===== src/rtl/cp0_pkg.sv =====
// Shared CP0 definitions: register numbers, exception encodings, field positions
// and the except_type -> ExcCode mapping used by the register bank.
package cp0_pkg;

    localparam int unsigned XLEN    = 32;
    localparam int unsigned REG_W   = 5;
    localparam int unsigned EXC_W   = 5;
    localparam int unsigned HWINT_W = 6;

    localparam logic [REG_W-1:0] CP0_BADVADDR = 5'd8;
    localparam logic [REG_W-1:0] CP0_COUNT    = 5'd9;
    localparam logic [REG_W-1:0] CP0_COMPARE  = 5'd11;
    localparam logic [REG_W-1:0] CP0_STATUS   = 5'd12;
    localparam logic [REG_W-1:0] CP0_CAUSE    = 5'd13;
    localparam logic [REG_W-1:0] CP0_EPC      = 5'd14;
    localparam logic [REG_W-1:0] CP0_PRID     = 5'd15;
    localparam logic [REG_W-1:0] CP0_CONFIG   = 5'd16;

    localparam logic [XLEN-1:0] EXC_NONE = 32'h0000_0000;
    localparam logic [XLEN-1:0] EXC_INT  = 32'h0000_0001;
    localparam logic [XLEN-1:0] EXC_ADEL = 32'h0000_0004;
    localparam logic [XLEN-1:0] EXC_ADES = 32'h0000_0005;
    localparam logic [XLEN-1:0] EXC_SYS  = 32'h0000_0008;
    localparam logic [XLEN-1:0] EXC_BP   = 32'h0000_0009;
    localparam logic [XLEN-1:0] EXC_RI   = 32'h0000_000A;
    localparam logic [XLEN-1:0] EXC_OV   = 32'h0000_000C;
    localparam logic [XLEN-1:0] EXC_TR   = 32'h0000_000D;
    localparam logic [XLEN-1:0] EXC_ERET = 32'h0000_000E;

    localparam logic [EXC_W-1:0] EXCCODE_INT  = 5'h00;
    localparam logic [EXC_W-1:0] EXCCODE_ADEL = 5'h04;
    localparam logic [EXC_W-1:0] EXCCODE_ADES = 5'h05;
    localparam logic [EXC_W-1:0] EXCCODE_SYS  = 5'h08;
    localparam logic [EXC_W-1:0] EXCCODE_BP   = 5'h09;
    localparam logic [EXC_W-1:0] EXCCODE_RI   = 5'h0A;
    localparam logic [EXC_W-1:0] EXCCODE_OV   = 5'h0C;
    localparam logic [EXC_W-1:0] EXCCODE_TR   = 5'h0D;

    localparam int unsigned STATUS_IE_BIT  = 0;
    localparam int unsigned STATUS_EXL_BIT = 1;
    localparam int unsigned CAUSE_BD_BIT   = 31;
    localparam int unsigned CAUSE_TI_BIT   = 30;
    localparam int unsigned CAUSE_EXC_LSB  = 2;

    // Bits of Status that mtc0 may change: IM[15:8], EXL, IE.
    localparam logic [XLEN-1:0] STATUS_WMASK = 32'h0000_FF03;

    // Recognised exception encodings; anything else is treated as no exception.
    function automatic logic exc_valid(input logic [XLEN-1:0] t);
        logic v;
        v = 1'b0;
        case (t)
            EXC_INT, EXC_ADEL, EXC_ADES, EXC_SYS,
            EXC_BP, EXC_RI, EXC_OV, EXC_TR: v = 1'b1;
            default:                        v = 1'b0;
        endcase
        return v;
    endfunction

    function automatic logic [EXC_W-1:0] exc_code(input logic [XLEN-1:0] t);
        logic [EXC_W-1:0] c;
        c = EXCCODE_INT;
        case (t)
            EXC_ADEL: c = EXCCODE_ADEL;
            EXC_ADES: c = EXCCODE_ADES;
            EXC_SYS:  c = EXCCODE_SYS;
            EXC_BP:   c = EXCCODE_BP;
            EXC_RI:   c = EXCCODE_RI;
            EXC_OV:   c = EXCCODE_OV;
            EXC_TR:   c = EXCCODE_TR;
            default:  c = EXCCODE_INT;
        endcase
        return c;
    endfunction

endpackage


===== src/rtl/cp0_timer.sv =====
// CP0 Count/Compare timer: Count advances every second clock, TI latches
// on Count==Compare and is cleared only by a write to Compare.
module cp0_timer
    import cp0_pkg::*;
(
    input  logic            clk,
    input  logic            resetn,
    input  logic            count_we_i,
    input  logic            compare_we_i,
    input  logic [XLEN-1:0] data_i,
    output logic [XLEN-1:0] count_o,
    output logic [XLEN-1:0] compare_o,
    output logic            ti_o
);

    logic            tick_q,    tick_d;
    logic [XLEN-1:0] count_q,   count_d;
    logic [XLEN-1:0] compare_q, compare_d;
    logic            ti_q,      ti_d;

    always_comb begin
        tick_d    = ~tick_q;
        count_d   = count_q;
        compare_d = compare_q;
        ti_d      = ti_q;

        // A software Count write wins over the half-rate increment; tick keeps running.
        if (count_we_i) begin
            count_d = data_i;
        end else if (tick_q) begin
            count_d = count_q + XLEN'(1);
        end

        if (compare_we_i) begin
            compare_d = data_i;
            ti_d      = 1'b0;
        end else if (count_q == compare_q) begin
            ti_d = 1'b1;
        end
    end

    always_ff @(posedge clk or negedge resetn) begin
        if (!resetn) begin
            tick_q    <= 1'b0;
            count_q   <= '0;
            compare_q <= '0;
            ti_q      <= 1'b0;
        end else begin
            tick_q    <= tick_d;
            count_q   <= count_d;
            compare_q <= compare_d;
            ti_q      <= ti_d;
        end
    end

    assign count_o   = count_q;
    assign compare_o = compare_q;
    assign ti_o      = ti_q;

endmodule


===== src/rtl/cp0_reg.sv =====
// MIPS32 coprocessor-0 register bank: Status/Cause/EPC/BadVAddr plus timer,
// exception/ERET commit from the memory stage and mtc0/mfc0 access.
module cp0_reg
    import cp0_pkg::*;
#(
    parameter logic [31:0] PRID_VAL   = 32'h0001_8000,
    parameter logic [31:0] CONFIG_VAL = 32'h0000_8000,
    parameter logic [31:0] STATUS_RST = 32'h0040_0000
) (
    input  logic               clk,
    input  logic               resetn,
    input  logic               we_i,
    input  logic [REG_W-1:0]   waddr_i,
    input  logic [REG_W-1:0]   raddr_i,
    input  logic [XLEN-1:0]    data_i,
    output logic [XLEN-1:0]    data_o,
    input  logic [HWINT_W-1:0] int_i,
    input  logic [XLEN-1:0]    except_type_i,
    input  logic [XLEN-1:0]    pc_i,
    input  logic               in_delayslot_i,
    input  logic [XLEN-1:0]    bad_addr_i,
    output logic [XLEN-1:0]    status_o,
    output logic [XLEN-1:0]    cause_o,
    output logic [XLEN-1:0]    epc_o,
    output logic [XLEN-1:0]    badvaddr_o,
    output logic [XLEN-1:0]    count_o,
    output logic [XLEN-1:0]    compare_o,
    output logic               timer_int_o
);

    logic [XLEN-1:0]    status_q,   status_d;
    logic [XLEN-1:0]    epc_q,      epc_d;
    logic [XLEN-1:0]    badvaddr_q, badvaddr_d;
    logic               bd_q,       bd_d;
    logic [HWINT_W-1:0] ip_hw_q,    ip_hw_d;
    logic [1:0]         ip_sw_q,    ip_sw_d;
    logic [EXC_W-1:0]   exccode_q,  exccode_d;

    logic exc_take, eret_take, commit;
    logic wr_status, wr_cause, wr_epc, wr_count, wr_compare;
    logic ti;

    assign exc_take   = exc_valid(except_type_i);
    assign eret_take  = (except_type_i == EXC_ERET);
    assign commit     = exc_take | eret_take;

    assign wr_status  = we_i && (waddr_i == CP0_STATUS);
    assign wr_cause   = we_i && (waddr_i == CP0_CAUSE);
    assign wr_epc     = we_i && (waddr_i == CP0_EPC);
    assign wr_count   = we_i && (waddr_i == CP0_COUNT);
    assign wr_compare = we_i && (waddr_i == CP0_COMPARE);

    cp0_timer u_timer (
        .clk          (clk),
        .resetn       (resetn),
        .count_we_i   (wr_count),
        .compare_we_i (wr_compare),
        .data_i       (data_i),
        .count_o      (count_o),
        .compare_o    (compare_o),
        .ti_o         (ti)
    );

    // Next-state for the exception-visible registers; commit/eret beats mtc0.
    always_comb begin
        status_d   = status_q;
        epc_d      = epc_q;
        badvaddr_d = badvaddr_q;
        bd_d       = bd_q;
        ip_sw_d    = ip_sw_q;
        exccode_d  = exccode_q;
        ip_hw_d    = {int_i[HWINT_W-1] | ti, int_i[HWINT_W-2:0]};

        if (exc_take) begin
            if (!status_q[STATUS_EXL_BIT]) begin
                epc_d = in_delayslot_i ? (pc_i - XLEN'(4)) : pc_i;
                bd_d  = in_delayslot_i;
            end
            status_d[STATUS_EXL_BIT] = 1'b1;
            exccode_d                = exc_code(except_type_i);
            if ((except_type_i == EXC_ADEL) || (except_type_i == EXC_ADES)) begin
                badvaddr_d = bad_addr_i;
            end
        end else if (eret_take) begin
            status_d[STATUS_EXL_BIT] = 1'b0;
        end

        if (!commit) begin
            if (wr_status) begin
                status_d = (status_q & ~STATUS_WMASK) | (data_i & STATUS_WMASK);
            end
            if (wr_cause) begin
                ip_sw_d = data_i[9:8];
            end
            if (wr_epc) begin
                epc_d = data_i;
            end
        end
    end

    always_ff @(posedge clk or negedge resetn) begin
        if (!resetn) begin
            status_q   <= STATUS_RST;
            epc_q      <= '0;
            badvaddr_q <= '0;
            bd_q       <= 1'b0;
            ip_hw_q    <= '0;
            ip_sw_q    <= '0;
            exccode_q  <= '0;
        end else begin
            status_q   <= status_d;
            epc_q      <= epc_d;
            badvaddr_q <= badvaddr_d;
            bd_q       <= bd_d;
            ip_hw_q    <= ip_hw_d;
            ip_sw_q    <= ip_sw_d;
            exccode_q  <= exccode_d;
        end
    end

    always_comb begin
        cause_o = '0;
        cause_o[CAUSE_BD_BIT]                      = bd_q;
        cause_o[CAUSE_TI_BIT]                      = ti;
        cause_o[15:10]                             = ip_hw_q;
        cause_o[9:8]                               = ip_sw_q;
        cause_o[CAUSE_EXC_LSB +: EXC_W]            = exccode_q;
    end

    // mfc0 read mux on current state, no write bypass.
    always_comb begin
        data_o = '0;
        case (raddr_i)
            CP0_BADVADDR: data_o = badvaddr_q;
            CP0_COUNT:    data_o = count_o;
            CP0_COMPARE:  data_o = compare_o;
            CP0_STATUS:   data_o = status_q;
            CP0_CAUSE:    data_o = cause_o;
            CP0_EPC:      data_o = epc_q;
            CP0_PRID:     data_o = PRID_VAL;
            CP0_CONFIG:   data_o = CONFIG_VAL;
            default:      data_o = '0;
        endcase
    end

    assign status_o    = status_q;
    assign epc_o       = epc_q;
    assign badvaddr_o  = badvaddr_q;
    assign timer_int_o = ti;

endmodule


===== config.mk =====
export PLATFORM = sky130hd
export DESIGN_NAME = cp0_reg
export DESIGN_NICKNAME = d
export VERILOG_FILES = /design/src/rtl/cp0_pkg.sv /design/src/rtl/cp0_timer.sv /design/src/rtl/cp0_reg.sv
export SDC_FILE = /design/constraint.sdc
export NUM_CORES = 1
export LEC_CHECK = 0
export BUFFER_PORTS_ARGS = -buffer_cell sky130_fd_sc_hd__buf_4
export CORE_AREA = 4 4 143 145
export DETAILED_ROUTE_END_ITERATION = 16
export DIE_AREA = 0 0 147 149
export PLACE_DENSITY = 0.76
export SETUP_SLACK_MARGIN = 0.15
export SLEW_MARGIN = 10
export SYNTH_ARGS = -nofsm -noshare
export SYNTH_HDL_FRONTEND = slang
export SYNTH_SLANG_ARGS = --single-unit
export TNS_END_PERCENT = 10

===== constraint.sdc =====
create_clock -name clk -period 2.6 [get_ports clk]
set_input_delay 0.52 -clock clk [delete_from_list [all_inputs] [get_ports clk]]
set_output_delay 0.52 -clock clk [all_outputs]
set_load 0.005 [all_outputs]

==> run summary, run 1 <==
Outcome -> finished clean
Total track usage -> 0.288
Sequential cell area fraction in the yosys report -> 0.435
Worst Tran Pin Value -> 1.02 ns
CORE AREA -> 19200 µm²
Area Overhead vs Synth -> 40.6%
DR DRC count -> 0
DRT Wirelength -> 32.7 mm
DP HPWL -> 25.0 mm
Final antenna diode count -> 0
Max VDD drop -> 0.433 mV
Worst setup EP type -> primary output
# hold bufs at CTS -> 0
Die W -> 147 µm
Mapped Avg Cell Area -> 9.77 µm²
1st-pass router iterations -> 6
RSZ-0062 raised after global routing -> true
# setup viols final -> 0
Post-Place Cells -> 1489
Hold WC Path Type -> primary input to async pin
Final hold violations -> 0
Worst Path Buf+Inv -> 3
Num rows -> 51
Flops & latches, synth -> 153
Cell-by-cell trace of the critical path -> buf_4 > nor2b_1 > nand2_1 > nor3b_2 > buf_4 > a22oi_1 > nand3_1 > buf_4
Vias per inst -> 5.66
Clock tree sinks -> 153
RR Startpoint -> u_timer.count_o[5]
Wire length of the first global-routing pass -> 49.0 mm
Crit-path slowest cell -> buf_4
PwrDens -> 659 nW/µm²
Syn Inst Count -> 900
Crit Path Category -> primary input to primary output
Synth async-reset ratio -> 1.00
Mapped cell area -> 8790 µm²
Worst rel slew slack -> 0.319
CTS root buffer -> clkbuf_16
# IOs -> 373
Vias in the first global route -> 8558
Post-route setup TNS -> 0 ns
Starting Density -> 0.458
Post-Synth Simple-Gate Area -> 0.164
Clock Path Buffers -> 2
# H-tree levels -> 4
Post-synthesis adder-cell area fraction -> 0.00285
Area of the die -> 21900 µm²
Synth warn -> 0
Ys flop type -> dfrtp_1
Mux contribution to synthesized area -> 0.105
DR iter-0 viols -> 651
# port buffers -> 332
Routability cong. -> 0.878
CP Data Required Time -> 2.08 ns
Final WS setup -> 0.225 ns
Total gr overflow -> 0
Fin crit period -> 2.37 ns
Largest net degree at the start of global routing -> 64
Crit path from -> raddr_i[4]
Depth of the worst register-to-register path -> 7
DR WL/cell -> 21.5 µm
Synth unique cells -> 53
Worst slack at placement -> 0.0437 ns
Crit share post-route -> 0.913
Die height -> 149 µm
Slew Limit Fails -> 0
Max-Cap Viols -> 0
Cell family with most CP delay -> simple AND/OR/NAND/NOR gates
Layout Skew -> 0.0127 ns
TritonCTS Buffers -> 17
Critical Path Start Type -> primary input
CP dominant cell by count -> buf_4
CTS tree -> done
CP arrival -> 1.85 ns
CTS clk-pin slew, worst paths -> 0.07 ns
Worst-path fanout max -> 14
Post-synthesis compound-gate area fraction -> 0.140
Maximum clock frequency -> 421 MHz
Layout cells sized above 1 -> 0.407
EDFF count, synth -> 0
Largest family of logic cells by synthesized area -> simple AND/OR/NAND/NOR gates
ANT nets after route -> 0
Fin nets -> 1393
Final Power -> 8.15 mW
Slowest stage delay, CP -> 0.29 ns
Critical path depth -> 8
Initial antenna violation count -> 0
Post-Layout Cell Count -> 1521
Via count -> 8603
Post-synthesis xor/xnor area fraction -> 0.0857
Worst-skew pair later-pin latency -> 0.43 ns
P_leak -> 5.73 nW
## worst reg2reg max path, delay by kind of cell (launching register included)
family / cells / cell delay [ns]
buffers and inverters: 1 / 0.20
xor gates and xnor gates: 1 / 0.12
and+or+nand+nor: 4 / 1.23
AOI/OAI and AO/OA: 1 / 0.08
DFF: 1 / 0.52
## final timing paths
kind                                        to  slack [ns]
max reg2reg                u_timer.count_o[20]        0.31
min                             badvaddr_o[17]        0.05
max in group asynchronous   u_timer.count_o[9]        1.82
min in group clk                    ip_hw_q[4]        0.20
max                                  data_o[0]        0.23
min reg2reg                      badvaddr_o[0]        0.54
## routing by layer
| layer | global-route usage | wire length (µm) | vias up | share of wire |
|---|---|---|---|---|
| li1 | - | - | 3872 | - |
| met1 | 0.365 | 12800 | 4217 | 0.39 |
| met2 | 0.506 | 16500 | 459 | 0.51 |
| met3 | 0.0565 | 2620 | 55 | 0.080 |
| met4 | 0.0801 | 704 | 0 | 0.022 |
| met5 | 0 | 0 | - | 0 |
## synth_stat cells, types with 2 or more instances
master / number / share of area
dfrtp_1: 153 / 0.44
nand2_1: 77 / 0.033
mux2_2: 75 / 0.096
nor2_1: 67 / 0.029
o21ai_0: 62 / 0.035
xnor2_1: 47 / 0.047
buf_4: 45 / 0.038
xor2_1: 39 / 0.039
a21oi_1: 38 / 0.022
a22oi_1: 34 / 0.029
clkbuf_1: 30 / 0.013
nand3_1: 30 / 0.017
nand4_1: 25 / 0.018
nor3_1: 17 / 0.0097
nor4_1: 16 / 0.011
a221o_1: 15 / 0.017
buf_2: 15 / 0.0085
a22o_1: 14 / 0.014
inv_1: 9 / 0.0038
or3_1: 9 / 0.0064
o21ai_1: 8 / 0.0046
a222oi_1: 7 / 0.0080
mux2i_1: 7 / 0.0080
a31oi_1: 5 / 0.0036
and3_1: 4 / 0.0028
buf_1: 4 / 0.0017
nor3b_1: 4 / 0.0034
nor4_2: 4 / 0.0057
or4_1: 4 / 0.0034
nand2b_1: 3 / 0.0021
nor2b_1: 3 / 0.0021
and2_1: 2 / 0.0014
and4_1: 2 / 0.0020
conb_1: 2 / 0.00085
ha_1: 2 / 0.0028
nand4b_1: 2 / 0.0020
nor4_4: 2 / 0.0048
or2_2: 2 / 0.0014
or4_4: 2 / 0.0026
## registers in the layout (all words and copies together) (netlist names)
signal             cells
badvaddr_o            32
epc_o                 32
u_timer.compare_o     32
u_timer.count_o       32
status_o              10
ip_hw_q                6
exccode_q              4
ip_sw_q                2
bd_q                   1
u_timer.ti_o           1
u_timer.tick_q         1
## where the power goes
group / switching, mW / internal, mW
Sequential: 0.511 / 2.77
Combinational: 1.07 / 1.27
Clock: 1.09 / 1.44
## logic make-up after synthesis
logic type / after synthesis
multiplexers: 83
other: 2
AND/OR/NAND/NOR: 281
flip-flops: 153
adder cells (fa/ha/maj): 2
AO/OA/AOI/OAI: 189
buffers and inverters: 104
XOR/XNOR: 86
## metrics by stage
stage          hold slack, ns   util  instance area (µm²)
4_1_cts                0.0499  0.644                12400
2_1_floorplan           0.224      -                 8940
3_3_place_gp            0.507  0.613                11800
6_report               0.0454  0.644                12400
5_1_grt                0.0612  0.644                12400
3_5_place_dp            0.507  0.613                11800
## layout make-up
type,count,area (µm²)
clock inverter,14,161
timing repair buffer,381,2990
inverter,9,33.8
tap,265,332
sequential,153,3830
clock buffer,18,429
multi-input combinational,681,4590
fill,1643,6840
## what timing repair did
| item | 4_1_cts | 5_1_grt |
|---|---|---|
| gates resized for setup | 0 | 1 |
| buffers inserted | 0 | 0 |
| endpoints found under the setup margin | 0 | 4 |
## layout by cell type (no fill, tap or decap), types with 5 or more instances in the layout
cell type	n
a221o_1	15
o21ai_0	62
a22oi_1	34
nor2_1	66
a21oi_1	38
a222oi_1	7
xor2_1	39
xnor2_1	47
mux2_2	75
nand2_1	77
mux2i_1	7
inv_1	9
o21ai_1	8
buf_4	370
buf_12	10
clkbuf_16	17
nor4_1	15
a31oi_1	5
dfrtp_1	153
a22o_1	14
conb_1	40
nand4_1	25
nor3_1	15
nand3_1	30
or3_1	9
Note: power is estimated with default switching activity, not from simulation.
==> inputs of run 2 (changes only) <==
--- a/config.mk
+++ b/config.mk
@@ -6,10 +6,10 @@
 export NUM_CORES = 1
 export LEC_CHECK = 0
 export BUFFER_PORTS_ARGS = -buffer_cell sky130_fd_sc_hd__buf_4
-export CORE_AREA = 4 4 143 145
+export CORE_MARGIN = 4
+export CORE_UTILIZATION = 44
 export DETAILED_ROUTE_END_ITERATION = 16
-export DIE_AREA = 0 0 147 149
-export PLACE_DENSITY = 0.76
+export PLACE_DENSITY = 0.77
 export SETUP_SLACK_MARGIN = 0.15
 export SLEW_MARGIN = 10
 export SYNTH_ARGS = -nofsm -noshare
==> constraint.sdc (replaced) <==
create_clock -name clk -period 1.9 [get_ports clk]
set_input_delay 0.38 -clock clk [delete_from_list [all_inputs] [get_ports clk]]
set_output_delay 0.38 -clock clk [all_outputs]
set_load 0.005 [all_outputs]
==> run 2 against run 1 <==
The flow now finishes with violations (setup timing). Global-route usage is 2.0 points higher. Clock skew is essentially flat. Die area rose by 1.9%. Setup slack got worse by 0.30 ns. First-iteration DRC count increased by 3.2%. Cell area is 11% higher. Clock power increased by 37%.
==> run summary, run 2 (synthesis gave the netlist of run 1 again) <==
Hold Startpoint -> int_i[2]
Max-Cap Viols -> 0
Fin crit period -> 1.97 ns
Failing checks -> setup timing
Max VDD drop -> 0.633 mV
Total gr overflow -> 0
Clock Path Buffers -> 2
Post-Layout Cell Count -> 1613
Initial antenna violation count -> 1
# port buffers -> 332
Slowest stage delay, CP -> 0.29 ns
Num rows -> 51
Layout Skew -> 0.0130 ns
DR DRC count -> 0
CTS tree -> done
Hold WC Path Type -> primary input to register
Layout cells sized above 1 -> 0.485
1st-pass router iterations -> 8
Total track usage -> 0.308
Post-route setup TNS -> -0.703 ns
Cell-by-cell trace of the critical path -> buf_8 > nand2b_4 > nor4_4 > buf_6 > a22o_1 > a221o_1 > buf_4
Largest net degree at the start of global routing -> 58
Die W -> 149 µm
Worst-path fanout max -> 17
Critical Path Start Type -> primary input
Crit path from -> raddr_i[4]
# H-tree levels -> 4
Final core utilization -> 0.699
Commonest non-fill, non-tap cell in the layout -> buf_4
Area of the die -> 22300 µm²
Die height -> 149 µm
ANT nets after route -> 0
DR iter-0 viols -> 672
Most frequent cells in the layout -> buf_4 (428), dfrtp_1 (150), nand2_1 (74), mux2_2 (71), nor2_1 (64)
DRT Wirelength -> 35.5 mm
# IOs -> 373
Maximum clock frequency -> 507 MHz
Crit-path slowest cell -> nor4_4
# setup viols final -> 28
P_leak -> 6.36 nW
CTS root buffer -> clkbuf_16
Clock tree sinks -> 153
Crit Path Category -> primary input to primary output
RR Startpoint -> u_timer.count_o[1]
Final hold violations -> 0
Placement Cell Area -> 12500 µm²
Wire length of the first global-routing pass -> 52.8 mm
Vias per inst -> 5.64
TritonCTS Buffers -> 17
Final antenna diode count -> 0
Slew Limit Fails -> 0
Final Power -> 11.9 mW
Worst slack at placement -> -0.387 ns
Outcome -> finished, violations left
CORE AREA -> 19600 µm²
Via count -> 9105
Post-Place Cells -> 1562
Routability cong. -> 0.876
DP HPWL -> 26.2 mm
RSZ-0062 raised after global routing -> true
CP arrival -> 1.59 ns
Final WS setup -> -0.0705 ns
Worst-skew pair later-pin latency -> 0.43 ns
Worst hold slack -> 0.0561 ns
CP Data Required Time -> 1.52 ns
Vias in the first global route -> 9165
CTS clk-pin slew, worst paths -> 0.07 ns
Starting Density -> 0.449
DR WL/cell -> 22.0 µm
Fin nets -> 1485
PwrDens -> 870 nW/µm²
Worst setup EP type -> primary output
Post-route cell area -> 13700 µm²
Crit share post-route -> 1.04
Area Overhead vs Synth -> 55.7%
-- run 2: cell count changes in the layout (fill, tap and decap cells not counted), moves of 6 or more --
cell,delta
buf_4,+58
a22oi_1,-11
nand3_1,-6
nor4_2,+6
nor4_4,+7
nor4_1,-13
buf_12,+8
buf_6,+22
a22oi_2,+11
-- run 2: path summary, 6_finish.rpt --
path	endpoint	slack, ns	cells past startpoint
worst max-delay path	data_o[24]	-0.07	7
worst min-delay path	ip_hw_q[2]	0.06	1
worst max register to register	u_timer.count_o[20]	-0.06	8
worst min register to register	badvaddr_o[30]	0.53	1
max in group asynchronous	u_timer.count_o[25]	0.88	3
min in group asynchronous	badvaddr_o[18]	0.43	2
-- run 2: layout make-up --
class / count / area, µm²
inverters: 9 / 33.8
fillers: 1509 / 5900
clock buffers: 20 / 457
repair buffers: 473 / 3900
multi-input cells: 681 / 5000
clock inverters: 12 / 139
well taps: 265 / 332
flip-flops and latches: 153 / 3830
-- run 2: repair_timing --
action                                  in CTS  in global routing
buffers inserted                             2                 13
gates resized for setup                     60                 33
hold endpoints to repair                    25                  0
cloned                                       3                  0
endpoints found under the setup margin      50                 71
hold buffers                                 1                  0
pin swaps                                   20                 22
-- run 2: metal layers --
metal / up-vias / share of wire / GRT usage
met4: 2 / 0.030 / 0.111
met1: 4511 / 0.39 / 0.383
met5: - / 0.00037 / 0
li1: 4052 / - / -
met3: 67 / 0.083 / 0.0632
met2: 473 / 0.50 / 0.532
-- run 2: critical path, delay by kind of cell --
kind / cells / cell delay (ns)
AO/OA/AOI/OAI: 2 / 0.29
buffers and inverters: 3 / 0.46
AND/OR/NAND/NOR: 2 / 0.44
-- run 2: power by group --
group	internal [mW]	switching [mW]	leakage (nW)
combinational	2.20	1.82	4.13
sequential	3.79	0.616	1.94
clock	2.02	1.45	0.291
==> inputs of run 3 (changes only) <==
==> constraint.sdc (replaced) <==
create_clock -name clk -period 1.9 [get_ports clk]
set_input_delay 0.38 -clock clk [delete_from_list [all_inputs] [get_ports clk]]
set_output_delay 0.38 -clock clk [all_outputs]
set_load 0.01 [all_outputs]
==> run 3 against run 2 <==
The run still ends with setup timing left. Cell area shrank 0.33%. Register-to-register slack is essentially flat. Sequential share of layout area grew 0.065 points. Clock power grew 9.2%. Global-route usage grew 0.51 points. Wire length grew 1.3%. Power grew 2.4%. Sequential power is essentially flat. Largest power group unchanged.
==> run summary, run 3 (synthesis gave the netlist of run 1 again) <==
DR DRC count -> 0
PwrDens -> 894 nW/µm²
Num rows -> 51
Multi-input gate area -> 4910 µm²
Total track usage -> 0.313
DRT Wirelength -> 35.9 mm
Max-Cap Viols -> 0
CP Data Required Time -> 1.52 ns
1st-pass router iterations -> 8
Layout Skew -> 0.0134 ns
Worst setup EP type -> primary output
Routability cong. -> 0.885
Crit share post-route -> 1.08
Final Power -> 12.2 mW
# IOs -> 373
Wire length of the first global-routing pass -> 53.2 mm
Clock Path Buffers -> 2
Crit Path Category -> primary input to primary output
ANT nets after route -> 0
CTS tree -> done
DR iter-0 viols -> 698
Most frequent cells in the layout -> buf_4 (397), dfrtp_1 (153), nand2_1 (74), mux2_2 (72), nor2_1 (66)
Critical Path Start Type -> primary input
# H-tree levels -> 4
# port buffers -> 332
R2r setup slk -> -0.06 ns
Slew Limit Fails -> 0
# setup viols final -> 32
Worst Path Buf+Inv -> 5
Placement Cell Area -> 12600 µm²
Final hold violations -> 0
CTS clk-pin slew, worst paths -> 0.07 ns
Fin crit period -> 2.06 ns
CORE AREA -> 19600 µm²
Hold WC Path Type -> primary input to register
Vias in the first global route -> 9035
Area Overhead vs Synth -> 55.2%
Failing checks -> setup timing
Internal power -> 8.09 mW
Worst-skew pair later-pin latency -> 0.44 ns
DP HPWL -> 26.3 mm
Commonest non-fill, non-tap cell in the layout -> buf_4
CTS root buffer -> clkbuf_16
Die W -> 149 µm
Die height -> 149 µm
P_leak -> 6.36 nW
Final antenna diode count -> 0
Cell family with most CP delay -> buffers and inverters
FF/Latch Area -> 3830 µm²
Post-route cell area -> 13600 µm²
Vias per inst -> 5.68
Final WS setup -> -0.159 ns
# fillers -> 1490
RSZ-0062 raised after global routing -> true
Switch Pwr -> 4.10 mW
Largest net degree at the start of global routing -> 64
Crit-path slowest cell -> a222oi_1
Worst-path fanout max -> 6
CP dominant cell by count -> buf_6
Outcome -> finished, violations left
Cell-by-cell trace of the critical path -> buf_8 > nor2b_4 > nand2_4 > buf_12 > nor3b_4 > buf_6 > buf_6 > a222oi_1 > nand2_1 > buf_6
Final core utilization -> 0.696
Worst slack at placement -> -0.339 ns
Clock tree sinks -> 153
Layout cells sized above 1 -> 0.474
TritonCTS Buffers -> 17
Post-route setup TNS -> -3.75 ns
CP arrival -> 1.68 ns
Starting Density -> 0.449
Max VDD drop -> 0.940 mV
Sw Share -> 0.336
Initial antenna violation count -> 0
Comb pwr share -> 0.330
Via count -> 9065
Part of the power in the clock network -> 0.311
DR WL/cell -> 22.5 µm
Maximum clock frequency -> 486 MHz
Slowest stage delay, CP -> 0.28 ns
Total gr overflow -> 0
Sequential power share -> 0.359
Fin nets -> 1469
Area of the die -> 22300 µm²
[run 3: cell count changes in the layout (fill, tap and decap cells not counted), sizes merged]
cell,previous run,this run
buf,472,455
clkinv,6,3
inv,12,15
bufinv,2,4
clkbuf,20,19
[run 3: through the flow]
stage / hold slack, ns / std cells
3_5_place_dp: 0.269 / 1554
5_1_grt: 0.0335 / 1597
2_1_floorplan: 0.0844 / 938
4_1_cts: 0.0339 / 1596
3_3_place_gp: 0.268 / 1554
6_report: 0.0474 / 1597
[run 3: what timing repair did]
item	in CTS	in global routing
hold buffers	1	0
gates cloned	3	1
resized for setup	57	12
buffers inserted	6	0
setup endpoints to repair	53	119
pin swaps	32	19
endpoints found under the hold margin	24	0
[run 3: worst paths after layout]
kind	startpoint	endpoint	cells after the start
max in group asynchronous	resetn	exccode_q[0]	3
worst max-delay path	raddr_i[3]	data_o[22]	10
worst max register to register	u_timer.count_o[1]	u_timer.count_o[20]	8
worst min register to register	badvaddr_o[30]	badvaddr_o[30]	1
min in group asynchronous	resetn	badvaddr_o[17]	2
worst min-delay path	int_i[3]	ip_hw_q[3]	1
[run 3: routing by layer]
layer / vias to the layer above / global-route usage / part of all wire
li1: 4040 / - / -
met1: 4441 / 0.378 / 0.37
met2: 509 / 0.550 / 0.51
met3: 75 / 0.0699 / 0.085
met4: 0 / 0.112 / 0.033
met5: - / 0 / 0
[run 3: power groups by stage]
stage / Combinational [mW] / Clock [mW] / Sequential [mW]
floorplan: 1.47 / 0 / 4.61
global placement: 3.82 / 0 / 4.38
detailed placement: 3.88 / 0 / 4.40
CTS: 3.99 / 3.84 / 4.36
global route: 4.27 / 3.97 / 4.45
finish: 4.02 / 3.79 / 4.38
[run 3: layout make-up]
type / instances / share of cell area
clock inverter: 14 / 0.0155
inverter: 9 / 0.00248
clock buffer: 18 / 0.0322
tap: 265 / 0.0243
multi-input combinational: 681 / 0.360
sequential: 153 / 0.281
timing repair buffer: 457 / 0.285
